`src/rtl/cpu_bus_pkg.sv`:
```
`default_nettype none
// ============================================================================
// Module      : cpu_bus_pkg
// Description : Shared encodings for the CPU sram-like bus arbiter.
// Revision    : 1.0 - initial release
// ============================================================================
package cpu_bus_pkg;

    typedef logic [1:0] state_t;

    localparam state_t IDLE = 2'd0;
    localparam state_t REQ  = 2'd1;
    localparam state_t WAIT = 2'd2;

    typedef enum logic {
        OWN_INST = 1'b0,
        OWN_DATA = 1'b1
    } owner_t;

    localparam logic [1:0] SIZE_BYTE = 2'd0;
    localparam logic [1:0] SIZE_HALF = 2'd1;
    localparam logic [1:0] SIZE_WORD = 2'd2;

endpackage
`default_nettype wire

```
`src/rtl/cpu_sram_arbiter.sv`:
```
`default_nettype none
// ============================================================================
// Module      : cpu_sram_arbiter
// Description : Merges fetch and load/store sram-like ports onto one slave
//               port; one transaction in flight, fixed priority.
// Revision    : 1.0 - initial release
// ============================================================================
module cpu_sram_arbiter
    import cpu_bus_pkg::*;
#(
    parameter int   ADDR_W     = 32,
    parameter logic DATA_FIRST = 1'b1
) (
    input  logic              clk,
    input  logic              resetn,

    input  logic              inst_req,
    input  logic [ADDR_W-1:0] inst_addr,
    output logic              inst_addr_ok,
    output logic              inst_data_ok,
    output logic [31:0]       inst_rdata,

    input  logic              data_req,
    input  logic              data_wr,
    input  logic [1:0]        data_size,
    input  logic [ADDR_W-1:0] data_addr,
    input  logic [31:0]       data_wdata,
    output logic              data_addr_ok,
    output logic              data_data_ok,
    output logic [31:0]       data_rdata,

    output logic              m_req,
    output logic              m_wr,
    output logic [1:0]        m_size,
    output logic [ADDR_W-1:0] m_addr,
    output logic [31:0]       m_wdata,
    input  logic              m_addr_ok,
    input  logic              m_data_ok,
    input  logic [31:0]       m_rdata
);

    state_t              r_state;
    state_t              w_stateNext;
    owner_t              r_owner;
    logic                r_wr;
    logic [1:0]          r_size;
    logic [ADDR_W-1:0]   r_addr;
    logic [31:0]         r_wdata;

    logic                w_idle;
    logic                w_grantData;
    logic                w_grantInst;
    logic                w_complete;
    logic                w_instDone;
    logic                w_dataDone;

    // Accept strobes are combinational, so they are masked by reset to keep
    // every output low while resetn is asserted.
    assign w_idle      = resetn && (r_state == IDLE);
    assign w_grantData = w_idle && data_req && (DATA_FIRST || !inst_req);
    assign w_grantInst = w_idle && inst_req && !w_grantData;

    // A response only counts once the slave has taken the request.
    assign w_complete  = ((r_state == REQ)  && m_addr_ok && m_data_ok) ||
                         ((r_state == WAIT) && m_data_ok);
    assign w_instDone  = w_complete && (r_owner == OWN_INST);
    assign w_dataDone  = w_complete && (r_owner == OWN_DATA);

    always_comb begin
        w_stateNext = r_state;
        case (r_state)
            IDLE: begin
                if (w_grantData || w_grantInst) begin
                    w_stateNext = REQ;
                end
            end
            REQ: begin
                if (m_addr_ok) begin
                    w_stateNext = m_data_ok ? IDLE : WAIT;
                end
            end
            WAIT: begin
                if (m_data_ok) begin
                    w_stateNext = IDLE;
                end
            end
            default: w_stateNext = IDLE;
        endcase
    end

    always_ff @(posedge clk or negedge resetn) begin
        if (!resetn) begin
            r_state <= IDLE;
            r_owner <= OWN_INST;
            r_wr    <= 1'b0;
            r_size  <= 2'd0;
            r_addr  <= '0;
            r_wdata <= 32'd0;
        end else begin
            r_state <= w_stateNext;
            if (w_grantData) begin
                r_owner <= OWN_DATA;
                r_wr    <= data_wr;
                r_size  <= data_size;
                r_addr  <= data_addr;
                r_wdata <= data_wdata;
            end else if (w_grantInst) begin
                r_owner <= OWN_INST;
                r_wr    <= 1'b0;
                r_size  <= SIZE_WORD;
                r_addr  <= inst_addr;
                r_wdata <= 32'd0;
            end
        end
    end

    assign inst_addr_ok = w_grantInst;
    assign data_addr_ok = w_grantData;
    assign inst_data_ok = w_instDone;
    assign data_data_ok = w_dataDone;
    assign inst_rdata   = w_instDone ? m_rdata : 32'd0;
    assign data_rdata   = w_dataDone ? m_rdata : 32'd0;

    assign m_req   = (r_state == REQ);
    assign m_wr    = r_wr;
    assign m_size  = r_size;
    assign m_addr  = r_addr;
    assign m_wdata = r_wdata;

endmodule
`default_nettype wire

```
`config.mk`:
```
export PLATFORM = sky130hd
export DESIGN_NAME = cpu_sram_arbiter
export DESIGN_NICKNAME = d
export VERILOG_FILES = /design/src/rtl/cpu_bus_pkg.sv /design/src/rtl/cpu_sram_arbiter.sv
export SDC_FILE = /design/constraint.sdc
export NUM_CORES = 1
export LEC_CHECK = 0
export ABC_AREA = 1
export BUFFER_PORTS_ARGS = -buffer_cell sky130_fd_sc_hd__buf_2
export CORE_AREA = 3 3 105 107
export DETAILED_ROUTE_END_ITERATION = 8
export DIE_AREA = 0 0 108 110
export GPL_ROUTABILITY_DRIVEN = 0
export PLACE_DENSITY = 0.83
export SETUP_SLACK_MARGIN = 0.3
export SLEW_MARGIN = 20
export SYNTH_ARGS = -nofsm -noshare
export SYNTH_HDL_FRONTEND = slang
export SYNTH_SLANG_ARGS = --single-unit
```
`constraint.sdc`:
```
create_clock -name clk -period 3.7 [get_ports clk]
set_clock_uncertainty 0.15 [all_clocks]
set_input_delay 0.555 -clock clk [delete_from_list [all_inputs] [get_ports clk]]
set_output_delay 0.555 -clock clk [all_outputs]
set_load 0.05 [all_outputs]
```
==> out/metrics.cfg <==
[timing]
fmax_mhz = 318
hold_viol = 0
slew_viol_final = 0
fin_crit_ns = 3.14
setup_viol = 0
tightest_slew_ns = 0.973
period_share = 0.849
holdWs_ns = 0.114
relSlewSlack = 0.350
rsz0062_at_grt = false
final.setup.tns_ns = 0

[global_routing]
grt_max_degree = 70
track_usage = 0.195
grt_pass1_wl_mm = 18.2
grt_pass1_vias = 3679
grt_overflow = 0
antenna_found_initial = 0

[layout]
syn2layout_area_growth_pct = 44.3
fin_cells = 949
layout-drive-gt1-share = 0.367
fillers = 1042
final-seq-area_mm2 = 0.00175
final_util = 0.529
multi_input_area_mm2 = 0.00144
diodes = 0
nets = 945
final_area_mm2 = 0.00541

[critical_path]
cp_data_arrival_time_ns = 2.44
cp_max_fo = 33
cp-start-kind = flip-flop
worstPathCellList = inv_1 -> nand2_1 -> a21oi_1 -> nand2_1 -> nor2_1 -> buf_2
cp-end-kind = output port
slowest_stage = nand2_1
max_stage_delay_ns = 0.61
path_class = reg2out
required_ns = 2.99
ff2ff_path_depth = 8
crit_top_cell = nand2_1

[floorplan]
start_util = 0.366
die_w_um = 108
die_area_mm2 = 0.0119
std_cell_rows = 37
dieHeight_um = 110
coreArea_mm2 = 0.0102
pin_count = 273

[clocking]
cts_tree = built
path_clk_slew_ns = 0.08
clkLatencyLatePin_ns = 0.34
cts_hold_buffers = 0
h-tree-depth = 3
cts_buffer_depth = 2
cts_setup_buffers = 0
cts_made_buffers = 9
cts_root_buffer = clkbuf_8
numClockSinks = 70
cts_resized = 0

[run]
max_cap_violations = 0

[synthesis]
syn_area_mm2 = 0.00375
synth_fp_nets = 688
yosysSeqAreaShare = 0.467
synth.distinct_cells = 17
ys_warn_count = 0
postSynthAreaPerCell_um2 = 6.80
ys_seq_elements = 70
synthCells = 551

[placement]
dp_hpwl_mm = 9.36
portBuffers = 272
placed_cells = 933
dpl-instance-area_mm2 = 0.00517

[detailed_routing]
antenna_left = 0
wl_per_cell_um = 13.1
drcViolationCount = 0
vias = 4232
viasPerCell = 4.46
drt_first_pass_iters = 4
drt_wl_total_mm = 12.4
drt_first_iter_violations = 251

[min_path]
min_path_type = in2async

[pwr]
power_leakage_nw = 3.68
power_per_cell_area_mw_per_mm2 = 775
peakVddDrop_uv = 443

[outcome]
status = complete, no violations

area by class of cell:
class	count	share of cell area
Sequential cell	70	0.324
Multi-Input combinational cell	344	0.266
Timing Repair Buffer	279	0.262
Inverter	104	0.0722
Tap cell	136	0.0315
Clock buffer	11	0.0243
Clock inverter	5	0.0199
metal layers:
metal / vias up / part of all wire / GRT usage
li1: 2145 / - / -
met1: 1875 / 0.40 / 0.241
met2: 195 / 0.49 / 0.341
met3: 17 / 0.082 / 0.0349
met4: 0 / 0.019 / 0.0721
met5: - / 0 / 0
logic make-up (layout without fill, tap and decap cells):
kind of cell,Yosys count,count (layout),share of synthesized area
simple gates,340,340,0.378
flops,70,70,0.467
compound gates,4,4,0.00601
buf+inv,137,399,0.148
where the power goes:
part	switching (mW)	internal, mW	total (mW)
Clock	0.285	0.451	0.736
Sequential	0.162	1.05	1.22
Combinational	1.78	0.461	2.24
Total	2.22	1.97	4.19
through the flow:
| stage | power (mW) | setup slack [ns] |
|---|---|---|
| floorplan | 2.89 | 1.22 |
| global placement | 3.45 | 0.893 |
| detailed placement | 3.48 | 0.875 |
| CTS | 4.24 | 0.594 |
| global route | 4.43 | 0.368 |
| finish | 4.19 | 0.557 |
cells in the final DEF (no fill, tap or decap), drive strengths merged:
master	synthesis	routed
nand4	33	33
bufinv	0	3
a21oi	1	1
o21ai	2	2
nand2	202	202
clkinv	0	2
clkbuf	19	11
inv	104	104
nand3	35	35
o31ai	1	1
buf	14	279
nor2	70	70
dfrtp	70	70
Yosys cell counts:
library cell    n  area, um2
nand2_1       201        754
clkbuf_1       19       71.3
inv_1         102        383
nand3_1        34        170
inv_2           2       7.51
dfrtp_1        70       1750
nand2_2         1       6.26
a21oi_1         1       5.00
o21ai_0         2       10.0
o31ai_1         1       7.51
nand3_2         1       10.0
buf_1           1       3.75
buf_6           4       45.0
nor2_1         69        259
nand4_1        33        206
nor2_4          1       11.3
buf_2           9       45.0
state kept, by name, summed over array words and instances, names as in the netlist:
signal	cells
m_addr	32
m_size	2
m_wdata	32
m_wr	1
r_owner	1
r_state	2
worst max-delay path, delay by kind of cell (launching register included):
kind	cells	cell delay, ns
flip-flops	1	0.44
AND/OR/NAND/NOR	3	0.98
buffers and inverters	2	0.43
AO/OA/AOI/OAI	1	0.26
path summary, 6_finish.rpt:
path / start / endpoint / slack, ns
max: r_state[0] / inst_rdata[20] / 0.56
min: resetn / m_wdata[29] / 0.11
max reg2reg: r_state[1] / m_addr[17] / 1.34
min reg2reg: m_wdata[26] / m_wdata[26] / 0.32
max in group asynchronous: resetn / m_addr[11] / 2.15
min in group clk: data_wr / m_wr / 0.26
Power figures use the tool's default switching activity.
